--- src/rtl/board_controller.sv ---
// Command sequencer for the cellular-automaton board: clear, load, step, run and stop.
// Define BOARD_CTRL_STABLE_STOP_EN to end STEP/RUN automatically once the board stops changing.
module board_controller #(
  parameter int LENGTH    = 3,
  parameter int HEIGHT    = 3,
  parameter int DIV_WIDTH = 24,
  parameter int GEN_WIDTH = 16
) (
  input  logic                         clock,
  input  logic                         reset,
  input  logic                         cmdValid,
  output logic                         cmdReady,
  input  logic [2:0]                   cmdOp,
  input  logic [GEN_WIDTH-1:0]         cmdArg,
  input  logic [DIV_WIDTH-1:0]         period,
  input  logic [LENGTH*HEIGHT*2-1:0]   patternIn,
  input  logic [LENGTH*HEIGHT-1:0]     boardOut,
  output logic                         simClock,
  output logic                         load,
  output logic                         boardReset,
  output logic                         enTimeStep,
  output logic [LENGTH*HEIGHT*2-1:0]   loadVals,
  output logic [GEN_WIDTH-1:0]         generation,
  output logic                         busy,
  output logic                         stepDone,
  output logic                         stable
);

  typedef enum logic [2:0] {
    ST_IDLE   = 3'd0,
    ST_CLEAR  = 3'd1,
    ST_LOAD   = 3'd2,
    ST_WAIT   = 3'd3,
    ST_TICK   = 3'd4,
    ST_SETTLE = 3'd5
  } state_t;

  localparam logic [2:0] OP_CLEAR = 3'd1;
  localparam logic [2:0] OP_LOAD  = 3'd2;
  localparam logic [2:0] OP_STEP  = 3'd3;
  localparam logic [2:0] OP_RUN   = 3'd4;
  localparam logic [2:0] OP_STOP  = 3'd5;

  localparam logic [DIV_WIDTH-1:0] CNT_ONE    = DIV_WIDTH'(1);
  localparam logic [DIV_WIDTH-1:0] CNT_TWO    = DIV_WIDTH'(2);
  localparam logic [DIV_WIDTH-1:0] MIN_PERIOD = DIV_WIDTH'(3);
  localparam logic [GEN_WIDTH-1:0] GEN_ONE    = GEN_WIDTH'(1);

`ifdef BOARD_CTRL_STABLE_STOP_EN
  localparam logic STABLE_STOP = 1'b1;
`else
  localparam logic STABLE_STOP = 1'b0;
`endif

  state_t                        state_r, state_s;
  logic [DIV_WIDTH-1:0]          cnt_r, cnt_s;
  logic [DIV_WIDTH-1:0]          eff_period_r, eff_period_s;
  logic [GEN_WIDTH-1:0]          remaining_r, remaining_s;
  logic                          run_mode_r, run_mode_s;
  logic                          stop_pend_r, stop_pend_s;
  logic [LENGTH*HEIGHT-1:0]      snapshot_r, snapshot_s;
  logic [LENGTH*HEIGHT*2-1:0]    load_vals_r, load_vals_s;
  logic [GEN_WIDTH-1:0]          generation_r, generation_s;
  logic                          stable_r, stable_s;
  logic                          step_done_r, step_done_s;
  logic                          sim_clock_r, load_r, board_reset_r, en_time_step_r, busy_r;
  logic                          running_s, accept_s, stop_acc_s, tick_due_s, last_s, equal_s;

  assign running_s  = (state_r == ST_WAIT) || (state_r == ST_TICK) || (state_r == ST_SETTLE);
  assign cmdReady   = (state_r == ST_IDLE) || (running_s && (cmdOp == OP_STOP));
  assign accept_s   = cmdValid && cmdReady;
  assign stop_acc_s = accept_s && running_s;
  // WAIT keeps counting through TICK/SETTLE, so the next tick lands exactly eff_period after the last
  assign tick_due_s = (cnt_r == (eff_period_r - CNT_ONE));
  assign last_s     = !run_mode_r && (remaining_r == GEN_ONE);
  assign equal_s    = (boardOut == snapshot_r);

  // Next-state and next-register computation
  always_comb begin
    state_s      = state_r;
    cnt_s        = cnt_r + CNT_ONE;
    eff_period_s = eff_period_r;
    remaining_s  = remaining_r;
    run_mode_s   = run_mode_r;
    stop_pend_s  = stop_pend_r;
    snapshot_s   = snapshot_r;
    load_vals_s  = load_vals_r;
    generation_s = generation_r;
    stable_s     = stable_r;
    step_done_s  = 1'b0;
    case (state_r)
      ST_IDLE: begin
        if (accept_s) begin
          case (cmdOp)
            OP_CLEAR: begin
              state_s      = ST_CLEAR;
              cnt_s        = '0;
              generation_s = '0;
              stable_s     = 1'b0;
            end
            OP_LOAD: begin
              state_s      = ST_LOAD;
              cnt_s        = '0;
              load_vals_s  = patternIn;
              generation_s = '0;
            end
            OP_STEP, OP_RUN: begin
              if ((cmdOp == OP_STEP) && (cmdArg == '0)) begin
                state_s     = ST_IDLE;
                step_done_s = 1'b1;
              end else begin
                state_s      = ST_WAIT;
                cnt_s        = CNT_ONE;
                eff_period_s = (period < MIN_PERIOD) ? MIN_PERIOD : period;
                remaining_s  = cmdArg;
                run_mode_s   = (cmdOp == OP_RUN);
                stop_pend_s  = 1'b0;
              end
            end
            default: state_s = ST_IDLE;
          endcase
        end else begin
          cnt_s = '0;
        end
      end
      ST_CLEAR: begin
        if (cnt_r == CNT_ONE) state_s = ST_IDLE;
        else state_s = ST_CLEAR;
      end
      ST_LOAD: begin
        if (cnt_r == CNT_TWO) state_s = ST_IDLE;
        else state_s = ST_LOAD;
      end
      ST_WAIT: begin
        if (stop_acc_s) begin
          state_s     = ST_IDLE;
          step_done_s = 1'b1;
        end else if (tick_due_s) begin
          state_s = ST_TICK;
          cnt_s   = '0;
        end else begin
          state_s = ST_WAIT;
        end
      end
      ST_TICK: begin
        state_s      = ST_SETTLE;
        snapshot_s   = boardOut;
        generation_s = generation_r + GEN_ONE;
        if (stop_acc_s) stop_pend_s = 1'b1;
        else stop_pend_s = stop_pend_r;
      end
      ST_SETTLE: begin
        if (cnt_r == CNT_TWO) begin
          stable_s = equal_s;
          if (!run_mode_r) remaining_s = remaining_r - GEN_ONE;
          else remaining_s = remaining_r;
          if (last_s || stop_pend_r || stop_acc_s || (STABLE_STOP && equal_s)) begin
            state_s     = ST_IDLE;
            step_done_s = 1'b1;
          end else if (tick_due_s) begin
            state_s = ST_TICK;
            cnt_s   = '0;
          end else begin
            state_s = ST_WAIT;
          end
        end else begin
          state_s = ST_SETTLE;
          if (stop_acc_s) stop_pend_s = 1'b1;
          else stop_pend_s = stop_pend_r;
        end
      end
      default: state_s = ST_IDLE;
    endcase
  end

  // State and registered outputs; board controls are decoded from the next state
  always_ff @(posedge clock or posedge reset) begin
    if (reset) begin
      state_r        <= ST_IDLE;
      cnt_r          <= '0;
      eff_period_r   <= '0;
      remaining_r    <= '0;
      run_mode_r     <= 1'b0;
      stop_pend_r    <= 1'b0;
      snapshot_r     <= '0;
      load_vals_r    <= '0;
      generation_r   <= '0;
      stable_r       <= 1'b0;
      step_done_r    <= 1'b0;
      sim_clock_r    <= 1'b0;
      load_r         <= 1'b0;
      board_reset_r  <= 1'b0;
      en_time_step_r <= 1'b0;
      busy_r         <= 1'b0;
    end else begin
      state_r        <= state_s;
      cnt_r          <= cnt_s;
      eff_period_r   <= eff_period_s;
      remaining_r    <= remaining_s;
      run_mode_r     <= run_mode_s;
      stop_pend_r    <= stop_pend_s;
      snapshot_r     <= snapshot_s;
      load_vals_r    <= load_vals_s;
      generation_r   <= generation_s;
      stable_r       <= stable_s;
      step_done_r    <= step_done_s;
      sim_clock_r    <= (state_s == ST_TICK) || ((state_s == ST_LOAD) && (cnt_s == CNT_ONE));
      load_r         <= (state_s == ST_LOAD);
      board_reset_r  <= (state_s == ST_CLEAR);
      en_time_step_r <= (state_s == ST_WAIT) || (state_s == ST_TICK) || (state_s == ST_SETTLE);
      busy_r         <= (state_s != ST_IDLE);
    end
  end

  assign simClock   = sim_clock_r;
  assign load       = load_r;
  assign boardReset = board_reset_r;
  assign enTimeStep = en_time_step_r;
  assign loadVals   = load_vals_r;
  assign generation = generation_r;
  assign busy       = busy_r;
  assign stepDone   = step_done_r;
  assign stable     = stable_r;

endmodule

--- config.mk ---
export PLATFORM = sky130hd
export DESIGN_NAME = board_controller
export DESIGN_NICKNAME = d
export VERILOG_FILES = /design/src/rtl/board_controller.sv
export SDC_FILE = /design/constraint.sdc
export NUM_CORES = 1
export LEC_CHECK = 0
export CAP_MARGIN = 10
export CORE_AREA = 2 2 120 122
export DETAILED_ROUTE_END_ITERATION = 16
export DIE_AREA = 0 0 122 124
export GPL_TIMING_DRIVEN = 0
export PLACE_DENSITY = 0.75
export SYNTH_ARGS = -nofsm -noshare
export SYNTH_HDL_FRONTEND = slang
export SYNTH_SLANG_ARGS = --single-unit
--- constraint.sdc ---
create_clock -name clock -period 9.6 [get_ports clock]
set_input_delay 1.92 -clock clock [delete_from_list [all_inputs] [get_ports clock]]
set_output_delay 1.92 -clock clock [all_outputs]
set_load 0.05 [all_outputs]
==> key figures, run 1 <==
Job
  – Max Cap Viol: 0

Setup path
  – CP Class: input port to primary output
  – Reg2reg end: cnt_r[9]
  – Worst R2R Setup Slack: 5.75 ns
  – Worst Path Arrival: 3.75 ns
  – Worst R2R Start: eff_period_r[2]
  – Setup crit start: cmdOp[1]
  – CP startpoint kind: input port
  – CP Data Required Time: 7.68 ns
  – Worst Setup EP: cmdReady
  – Crit Path Max Fanout: 6
  – CP Capture Type: primary output
  – Worst Reg-to-Reg Cells: 11

Pwr
  – Sw Share: 39.91%
  – Pwr dens: 277.4 mW/mm²
  – Worst VDD drop: 0.0001580 V
  – Register share of total power: 33.9%
  – Combinational power share: 40.3%
  – Psw: 0.9783 mW
  – Clock share of power: 25.8%
  – P_leak: 3.688 nW
  – Internal Power: 1.473 mW

Synthesis
  – Cells after Synth: 783
  – Post-synth EDFFs: 0
  – Register area share after synthesis: 43.35%
  – Syn avg cell area: 8.773 µm²
  – Register bit total from synthesis: 119
  – Yosys warning count: 0
  – Ys async rst share: 100.0%
  – Ys flop type: dfrtp_1
  – Distinct cells, synth: 61
  – Cell Area, Synth: 0.006869 mm²
  – Syn_nets: 863

Detailed routing
  – Initial DRC count: 543
  – Router iterations before antenna repair: 5
  – Final WL: 17440 µm
  – Remaining DRCs: 0
  – Drt wl/cell: 15.76 µm
  – Final ANT Viol Nets: 0
  – Vias per inst: 5.612
  – Vias: 6212

Place
  – Dpl hpwl: 12670 µm
  – GP Congestion: 0.9701
  – Port Buffers: 112

Timing
  – Final min period: 5.666 ns
  – Max Fclk: 0.1765 GHz
  – Max Transition Viols Final: 0
  – Final hold viol count: 0
  – Fin crit share: 59.02%
  – Skew final: 0.007885 ns
  – Worst Tran Pin Value: 0.9849 ns
  – Final TNS setup: 0 ns
  – Unrepaired setup endpoints after global routing: no
  – Worst slew margin: 33.83%
  – Final setup violation count: 0

Clock tree
  – Root Buffer: clkbuf_16
  – Clk buf depth: 2
  – CTS Hold Bufs: 0
  – Num CTS Buffers: 17
  – Clock sinks: 119
  – H-tree depth: 4
  – Postcts setup bufs: 0
  – CTS tree: done
  – CTS clock-pin slew for the worst setup and hold paths: 0.05 ns
  – Post_cts resized: 0
  – Latest clock arrival within the worst-skew pair: 0.42 ns

Global routing
  – Initial antenna violation count: 0
  – Number of global-route vias before repair: 5713
  – First-pass GRT wire length: 28700 µm
  – GRT Total Usage: 24.03%
  – Overflow after GRT: 0
  – Largest net degree at the start of global routing: 73

Floorplanning
  – Die span in x: 122 µm
  – Die ar.: 0.01513 mm²
  – Die Ht: 124 µm
  – I/O pin total: 115
  – Core area: 0.01372 mm²
  – # rows: 43
  – Starting Density: 50.07%

Layout
  – Diodes inserted: 0
  – Layout cells sized above 1: 8.091%
  – Commonest non-fill, non-tap cells in the layout: 119 x dfrtp_1, 112 x clkdlybuf4s50_1, 105 x nand2_1, 72 x nor2_1
  – Core Util, Final: 64.40%
  – Filler cells: 1143
  – Most common cell after layout, fill and taps aside: dfrtp_1
  – Layout net count: 995
  – Synth-to-layout area growth: 28.63%

Run status
  – Status: complete, no violations

Hold path
  – HP Class: register to register
-- cells by family after synthesis --
| logic type | after synthesis | share of synthesized area, % |
|---|---|---|
| xor gates and xnor gates | 73 | 9.308 |
| and+or+nand+nor | 341 | 24.32 |
| AOI/OAI and AO/OA | 135 | 12.13 |
| adders and majority gates | 7 | 1.275 |
| DFF | 119 | 43.35 |
| buffers and inverters | 74 | 4.116 |
| muxes | 34 | 5.501 |
-- power groups by stage --
stage / Sequential (mW) / Combinational, mW / Clock (mW)
floorplan: 0.995 / 0.512 / 0
global placement: 0.827 / 0.960 / 0
detailed placement: 0.834 / 0.978 / 0
CTS: 0.829 / 0.987 / 0.641
global route: 0.855 / 1.08 / 0.666
finish: 0.831 / 0.987 / 0.633
-- stage by stage --
step / instance area (µm²) / hold WS [ns] / worst slack (ns) / total power [mW] / instances
global route: 8836 / 0.4899 / 3.857 / 2.599 / 1107
global placement: 8215 / 0.4578 / 2.677 / 1.788 / 1075
detailed placement: 8248 / 0.4620 / 3.936 / 1.812 / 1076
CTS: 8836 / 0.4749 / 3.929 / 2.457 / 1107
finish: 8836 / 0.4732 / 3.934 / 2.451 / 1107
floorplan: 6869 / 0.4713 / 4.523 / 1.506 / 783
-- layer usage --
metal	vias up	track usage, %	wire (µm)
met3	29	5.311	1032
met1	2954	31.73	7700
li1	3024	-	-
met5	-	0	0
met4	0	7.399	321
met2	205	39.63	8387
-- flip-flops by register name (all words and copies together), names as in the netlist --
name	cells
simClock	1
eff_period_r	24
busy	1
enTimeStep	1
remaining_r	16
load	1
state_r	3
run_mode_r	1
loadVals	18
snapshot_r	9
stop_pend_r	1
generation	16
cnt_r	24
boardReset	1
stepDone	1
stable	1
-- cells in the mapped netlist, drive strengths merged (3+ instances only) --
master	instances	area, µm²
a211oi	3	22.52
a21o	4	30.03
a21oi	43	219.0
a22oi	3	22.52
a31oi	5	31.28
a41oi	4	35.03
and2	3	18.77
and3	11	73.82
buf	6	27.53
clkbuf	40	150.1
dfrtp	119	2978
ha	7	87.58
inv	27	101.3
mux2	30	337.8
mux2i	4	40.04
nand2	105	394.1
nand2b	4	25.02
nand3	20	100.1
nand3b	3	22.52
nand4	19	118.9
nor2	72	270.3
nor2b	9	56.30
nor3	37	185.2
nor3b	5	37.54
nor4	22	137.6
o21a	4	30.03
o21ai	37	185.2
o22ai	10	62.56
or2	3	18.77
or3	10	62.56
or4	10	75.07
xnor2	42	367.9
xor2	31	271.5
-- critical path, cell delays in order --
cell,delay [ns]
clkdlybuf4s50_1,0.49
inv_1,0.18
a41oi_1,0.13
o22ai_1,0.18
clkdlybuf4s50_1,0.85
-- area by class of cell --
cell class                 instances  area, µm²  share of cell area [%]
buffer                            46      177.7                   2.011
clock buffer                      19      432.9                   4.899
clock inverter                    12      155.1                   1.756
inverter                          28      110.1                   1.246
multi-input combinational        590       3608                   40.84
sequential                       119       2978                   33.70
tap                              180      225.2                   2.549
timing repair buffer             113       1149                   13.00
-- how the worst min path moves through the flow --
stage | start | end | slack, ns | cells after the start
2_1_floorplan | run_mode_r | run_mode_r | 0.47 | 2
3_3_place_gp | loadVals[7] | loadVals[7] | 0.46 | 2
3_5_place_dp | loadVals[13] | loadVals[13] | 0.46 | 2
4_1_cts | loadVals[13] | loadVals[13] | 0.47 | 2
5_1_grt | loadVals[2] | loadVals[2] | 0.49 | 2
6_report | loadVals[13] | loadVals[13] | 0.47 | 2
Power figures use the tool's default switching activity.
==> inputs of run 2 (changes only) <==
--- a/config.mk
+++ b/config.mk
@@ -6,11 +6,11 @@
 export NUM_CORES = 1
 export LEC_CHECK = 0
 export CAP_MARGIN = 10
-export CORE_AREA = 2 2 120 122
+export CORE_AREA = 2 2 122 124
 export DETAILED_ROUTE_END_ITERATION = 16
-export DIE_AREA = 0 0 122 124
+export DIE_AREA = 0 0 124 126
 export GPL_TIMING_DRIVEN = 0
-export PLACE_DENSITY = 0.75
+export PLACE_DENSITY = 0.76
 export SYNTH_ARGS = -nofsm -noshare
 export SYNTH_HDL_FRONTEND = slang
 export SYNTH_SLANG_ARGS = --single-unit
==> constraint.sdc (replaced) <==
create_clock -name clock -period 4.6 [get_ports clock]
set_input_delay 0.92 -clock clock [delete_from_list [all_inputs] [get_ports clock]]
set_output_delay 0.92 -clock clock [all_outputs]
set_load 0.05 [all_outputs]
==> key figures, run 2 (synthesized netlist as in run 1, its figures left out) <==
Timing
  – Final setup violation count: 0
  – Final min period: 3.813 ns
  – Final hold viol count: 0
  – Final TNS setup: 0 ns
  – Fin crit share: 82.90%
  – Skew final: 0.008836 ns
  – Setup WS post-layout: 0.7866 ns
  – Worst Tran Pin Value: 1.045 ns
  – Worst slew margin: 29.79%
  – Max Fclk: 0.2622 GHz
  – Unrepaired setup endpoints after global routing: no
  – Max Transition Viols Final: 0

Run status
  – Status: complete, no violations

Setup path
  – CP Class: register to register
  – Crit Path Max Fanout: 10
  – CP Data Required Time: 4.89 ns
  – CP Capture Type: register
  – Worst Path Arrival: 4.10 ns
  – CP startpoint kind: register
  – Worst Path Buf+Inv: 3
  – CP max stage cell: or4_1
  – Critical-path cell list: or4_1 -> buf_2 -> or4_1 -> buf_2 -> or4_1 -> a211oi_1 -> and4b_1 -> nand4_1 -> a21oi_2 -> buf_2 -> nor2_1
  – Max incr delay on CP: 0.52 ns
  – Delay-heaviest family, CP: simple AND/OR/NAND/NOR gates

Detailed routing
  – Router iterations before antenna repair: 7
  – Initial DRC count: 568
  – Remaining DRCs: 0
  – Final WL: 17720 µm
  – Drt wl/cell: 15.95 µm
  – Vias: 6257
  – Vias per inst: 5.632
  – Final ANT Viol Nets: 0

Pwr
  – Worst VDD drop: 0.0003059 V
  – P_leak: 3.704 nW
  – Pwr dens: 587.8 mW/mm²
  – Pwr Total: 5.224 mW

Hold path
  – HP Class: register to register

Clock tree
  – Clk buf depth: 2
  – Postcts setup bufs: 0
  – Root Buffer: clkbuf_16
  – H-tree depth: 4
  – Num CTS Buffers: 17
  – Clock sinks: 119
  – CTS tree: done
  – Post_cts resized: 0
  – CTS clock-pin slew for the worst setup and hold paths: 0.06 ns
  – Latest clock arrival within the worst-skew pair: 0.41 ns
  – CTS Hold Bufs: 0

Floorplanning
  – Starting Density: 47.99%
  – Die ar.: 0.01562 mm²
  – Core area: 0.01431 mm²
  – I/O pin total: 115
  – # rows: 44
  – Die span in x: 124 µm
  – Die Ht: 126 µm

Place
  – Dpl hpwl: 12750 µm
  – Placement Setup Slack: 0.7083 ns
  – GP Congestion: 0.9025
  – Port Buffers: 112
  – Placed insts: 1080

Layout
  – Filler cells: 1241
  – Layout net count: 995
  – Layout cells sized above 1: 8.306%
  – Post-route insts no fill: 1111
  – Commonest non-fill, non-tap cells in the layout: 119 x dfrtp_1, 112 x clkdlybuf4s50_1, 105 x nand2_1, 72 x nor2_1
  – Core Util, Final: 62.09%
  – Diodes inserted: 0
  – Synth-to-layout area growth: 29.38%
  – Most common cell after layout, fill and taps aside: dfrtp_1

Global routing
  – Number of global-route vias before repair: 5971
  – GRT Total Usage: 23.58%
  – Largest net degree at the start of global routing: 73
  – Initial antenna violation count: 0
  – First-pass GRT wire length: 29300 µm
  – Overflow after GRT: 0

Job
  – Max Cap Viol: 0
run 2: changes by cell type in the layout (fill, tap and decap cells not counted):
cell        change
clkinv_4        -1
bufinv_16       +1
clkinv_2        -3
inv_6           +3
clkbuf_8        +1
clkinvlp_4      +1
clkbuf_1        -2
run 2: per-stage QoR:
step           hold slack (ns)  instance area (µm²)
5_1_grt                 0.5050                 8887
3_3_place_gp            0.4572                 8220
6_report                0.4708                 8887
3_5_place_dp            0.4623                 8253
2_1_floorplan           0.4713                 6869
4_1_cts                 0.4762                 8887
run 2: layer usage:
layer	share of wire (%)	routed length [µm]	track usage, %	vias up
li1	-	-	-	3022
met1	43	7626	30.87	2953
met2	48	8574	39.40	251
met3	6.8	1207	4.937	31
met4	1.7	310	6.675	0
met5	0	0	0	-
run 2: cell type report:
cell class,instances,area (µm²),area share (%)
clock inverter,13,195.2,2.196
multi-input combinational,590,3608,40.60
tap,184,230.2,2.590
timing repair buffer,113,1149,12.92
inverter,28,110.1,1.239
sequential,119,2978,33.51
clock buffer,18,439.2,4.942
buffer,46,177.7,1.999
run 2: worst min-delay path, stage by stage (launching register included):
cell     delay (ns)
dfrtp_1        0.34
nand2_1        0.05
nand2_1        0.06
run 2: final timing paths:
check	startpoint	end	slack (ns)	cells past startpoint
max in group asynchronous	reset	remaining_r[15]	3.00	3
min in group asynchronous	reset	cnt_r[23]	0.92	2
max	eff_period_r[0]	cnt_r[5]	0.79	11
min reg2reg	loadVals[0]	loadVals[0]	0.47	2
max reg2reg	eff_period_r[0]	cnt_r[5]	0.79	11
min	loadVals[0]	loadVals[0]	0.47	2
run 2: power breakdown:
group / internal [mW] / switching (mW) / leakage (nW)
registers: 1.40 / 0.336 / 1.54
clock network: 0.925 / 0.497 / 0.300
logic: 0.824 / 1.24 / 1.87
total: 3.15 / 2.07 / 3.70
==> inputs of run 3 (changes only) <==
==> constraint.sdc (replaced) <==
create_clock -name clock -period 3.2 [get_ports clock]
set_input_delay 0.64 -clock clock [delete_from_list [all_inputs] [get_ports clock]]
set_output_delay 0.64 -clock clock [all_outputs]
set_load 0.05 [all_outputs]
==> key figures, run 3 (synthesized netlist as in run 1, its figures left out) <==
Global routing
  – First-pass GRT wire length: 29580 µm
  – Overflow after GRT: 0
  – Largest net degree at the start of global routing: 35
  – Number of global-route vias before repair: 6088
  – Initial antenna violation count: 0
  – GRT Total Usage: 23.88%

Hold path
  – Worst Hold Depth: 2
  – HP Start: loadVals[9]
  – HP Class: register to register
  – WHS Endpoint: loadVals[9]

Detailed routing
  – Vias: 6349
  – Top Layer Used: met4
  – Drt wl/cell: 15.95 µm
  – Met3 wire len: 1131 µm
  – Initial DRC count: 557
  – Final ANT Viol Nets: 0
  – Vias per inst: 5.634
  – Final WL: 17970 µm
  – Wl on met1: 7655 µm
  – Remaining DRCs: 0
  – Router iterations before antenna repair: 5
  – Routed met2 length: 8898 µm

Layout
  – Filler cells: 1199
  – Diodes inserted: 0
  – Layout net count: 1010
  – Synth-to-layout area growth: 32.26%
  – Layout cells sized above 1: 12.51%
  – Core Util, Final: 63.47%
  – Commonest non-fill, non-tap cells in the layout: 112 x dfrtp_1, 112 x clkdlybuf4s50_1, 105 x nand2_1, 72 x nor2_1, 42 x xnor2_1

Run status
  – Failing checks: setup timing
  – Status: complete, but fails checks

Timing
  – Setup WS post-layout: -0.01852 ns
  – Final min period: 3.219 ns
  – Worst Hold Slack: 0.4725 ns
  – Final setup violation count: 1
  – Worst slew margin: 49.39%
  – Final hold viol count: 0
  – Unrepaired setup endpoints after global routing: yes
  – Max Fclk: 0.3107 GHz
  – Worst Tran Pin Value: 0.7523 ns
  – Max Transition Viols Final: 0
  – Skew final: 0.009457 ns
  – Final TNS setup: -0.01852 ns
  – Fin crit share: 100.6%

Pwr
  – Worst VDD drop: 0.0004566 V
  – P_leak: 3.777 nW
  – Pwr dens: 828.6 mW/mm²

Setup path
  – CP max stage cell: or4_4
  – Worst R2R Start: eff_period_r[11]
  – Worst Path Arrival: 3.51 ns
  – Worst Reg-to-Reg Cells: 9
  – Crit Path Max Fanout: 4
  – CP Data Required Time: 3.49 ns
  – CP startpoint kind: register
  – Reg2reg end: busy
  – Cell mode on critical path: or4_4
  – Max incr delay on CP: 0.55 ns
  – CP Class: register to register
  – Critical-path cell list: or4_1 -> or4_4 -> or4_4 -> a211oi_2 -> and4b_1 -> and3_4 -> o22a_4 -> inv_2 -> or3_1
  – Worst R2R Setup Slack: -0.02 ns
  – CP Capture Type: register

Floorplanning
  – Die ar.: 0.01562 mm²
  – Starting Density: 47.99%
  – Die span in x: 124 µm
  – Die Ht: 126 µm
  – # rows: 44
  – Core area: 0.01431 mm²
  – I/O pin total: 115

Clock tree
  – Clk buf depth: 2
  – CTS clock-pin slew for the worst setup and hold paths: 0.06 ns
  – Root Buffer: clkbuf_16
  – CTS tree: done
  – CTS Hold Bufs: 0
  – Num CTS Buffers: 17
  – Clock sinks: 119
  – H-tree depth: 4
  – Latest clock arrival within the worst-skew pair: 0.42 ns

Place
  – GP Congestion: 0.8880
  – Dpl hpwl: 12790 µm
  – Placement Setup Slack: -0.4857 ns
  – Port Buffers: 112

Job
  – Max Cap Viol: 0
-- run 3: changes by cell type in the layout (fill, tap and decap cells not counted), moves of 4 or more --
cell / change
buf_2: -4
dfrtp_1: -7
nor4_1: -4
or4_4: +4
buf_4: +18
dfrtp_2: +7
or4_1: -4
-- run 3: repair_timing --
action | in CTS | in global routing
buffers inserted | 12 | 6
pin swaps | 6 | 6
cloned | 0 | 0
endpoints found under the hold margin | 0 | 0
gates resized for setup | 20 | 9
endpoints found under the setup margin | 30 | 54
-- run 3: layout make-up --
class	count	area, µm²	share of cell area (%)
Buffer	41	168.9	1.859
Clock buffer	19	452.9	4.986
Clock inverter	13	122.6	1.350
Inverter	28	112.6	1.239
Multi-Input combinational cell	590	3695	40.67
Sequential cell	119	2987	32.87
Tap cell	184	230.2	2.534
Timing Repair Buffer	133	1316	14.49
-- run 3: worst max-delay path by stage --
| stage | start | endpoint | slack (ns) | depth (start not counted) |
|---|---|---|---|---|
| after CTS | eff_period_r[8] | busy | -0.05 | 9 |
| final | eff_period_r[11] | busy | -0.02 | 9 |
| after detailed placement | eff_period_r[4] | cnt_r[2] | -0.49 | 12 |
| after floorplan | eff_period_r[0] | busy | -0.006 | 11 |
| after global routing | eff_period_r[11] | busy | -0.07 | 9 |
| after global placement | eff_period_r[4] | cnt_r[23] | -0.47 | 12 |
-- run 3: through the flow --
stage | instance area [µm²] | power, mW | cells
6_report | 9085 | 7.528 | 1127
5_1_grt | 9085 | 7.980 | 1127
4_1_cts | 9010 | 7.493 | 1122
3_5_place_dp | 8300 | 5.452 | 1082
3_3_place_gp | 8240 | 5.376 | 1079
2_1_floorplan | 6889 | 4.528 | 783
-- run 3: report_power, final --
group	total [mW]	switching (mW)	internal [mW]
Combinational	3.22	1.89	1.34
Sequential	2.47	0.448	2.03
Clock	1.83	0.718	1.11
-- run 3: worst max-delay path: cells and delay by family, from the launching register on --
| family | cells | cell delay [ns] |
|---|---|---|
| AOI/OAI and AO/OA | 2 | 0.36 |
| and+or+nand+nor | 6 | 2.29 |
| DFF | 1 | 0.41 |
| buffers and inverters | 1 | 0.04 |
-- run 3: routing by layer --
metal  up-vias  GRT usage (%)
met5         -              0
met4         0          6.675
met3        34          5.525
met2       209          40.43
met1      3044          30.49
li1       3062              -
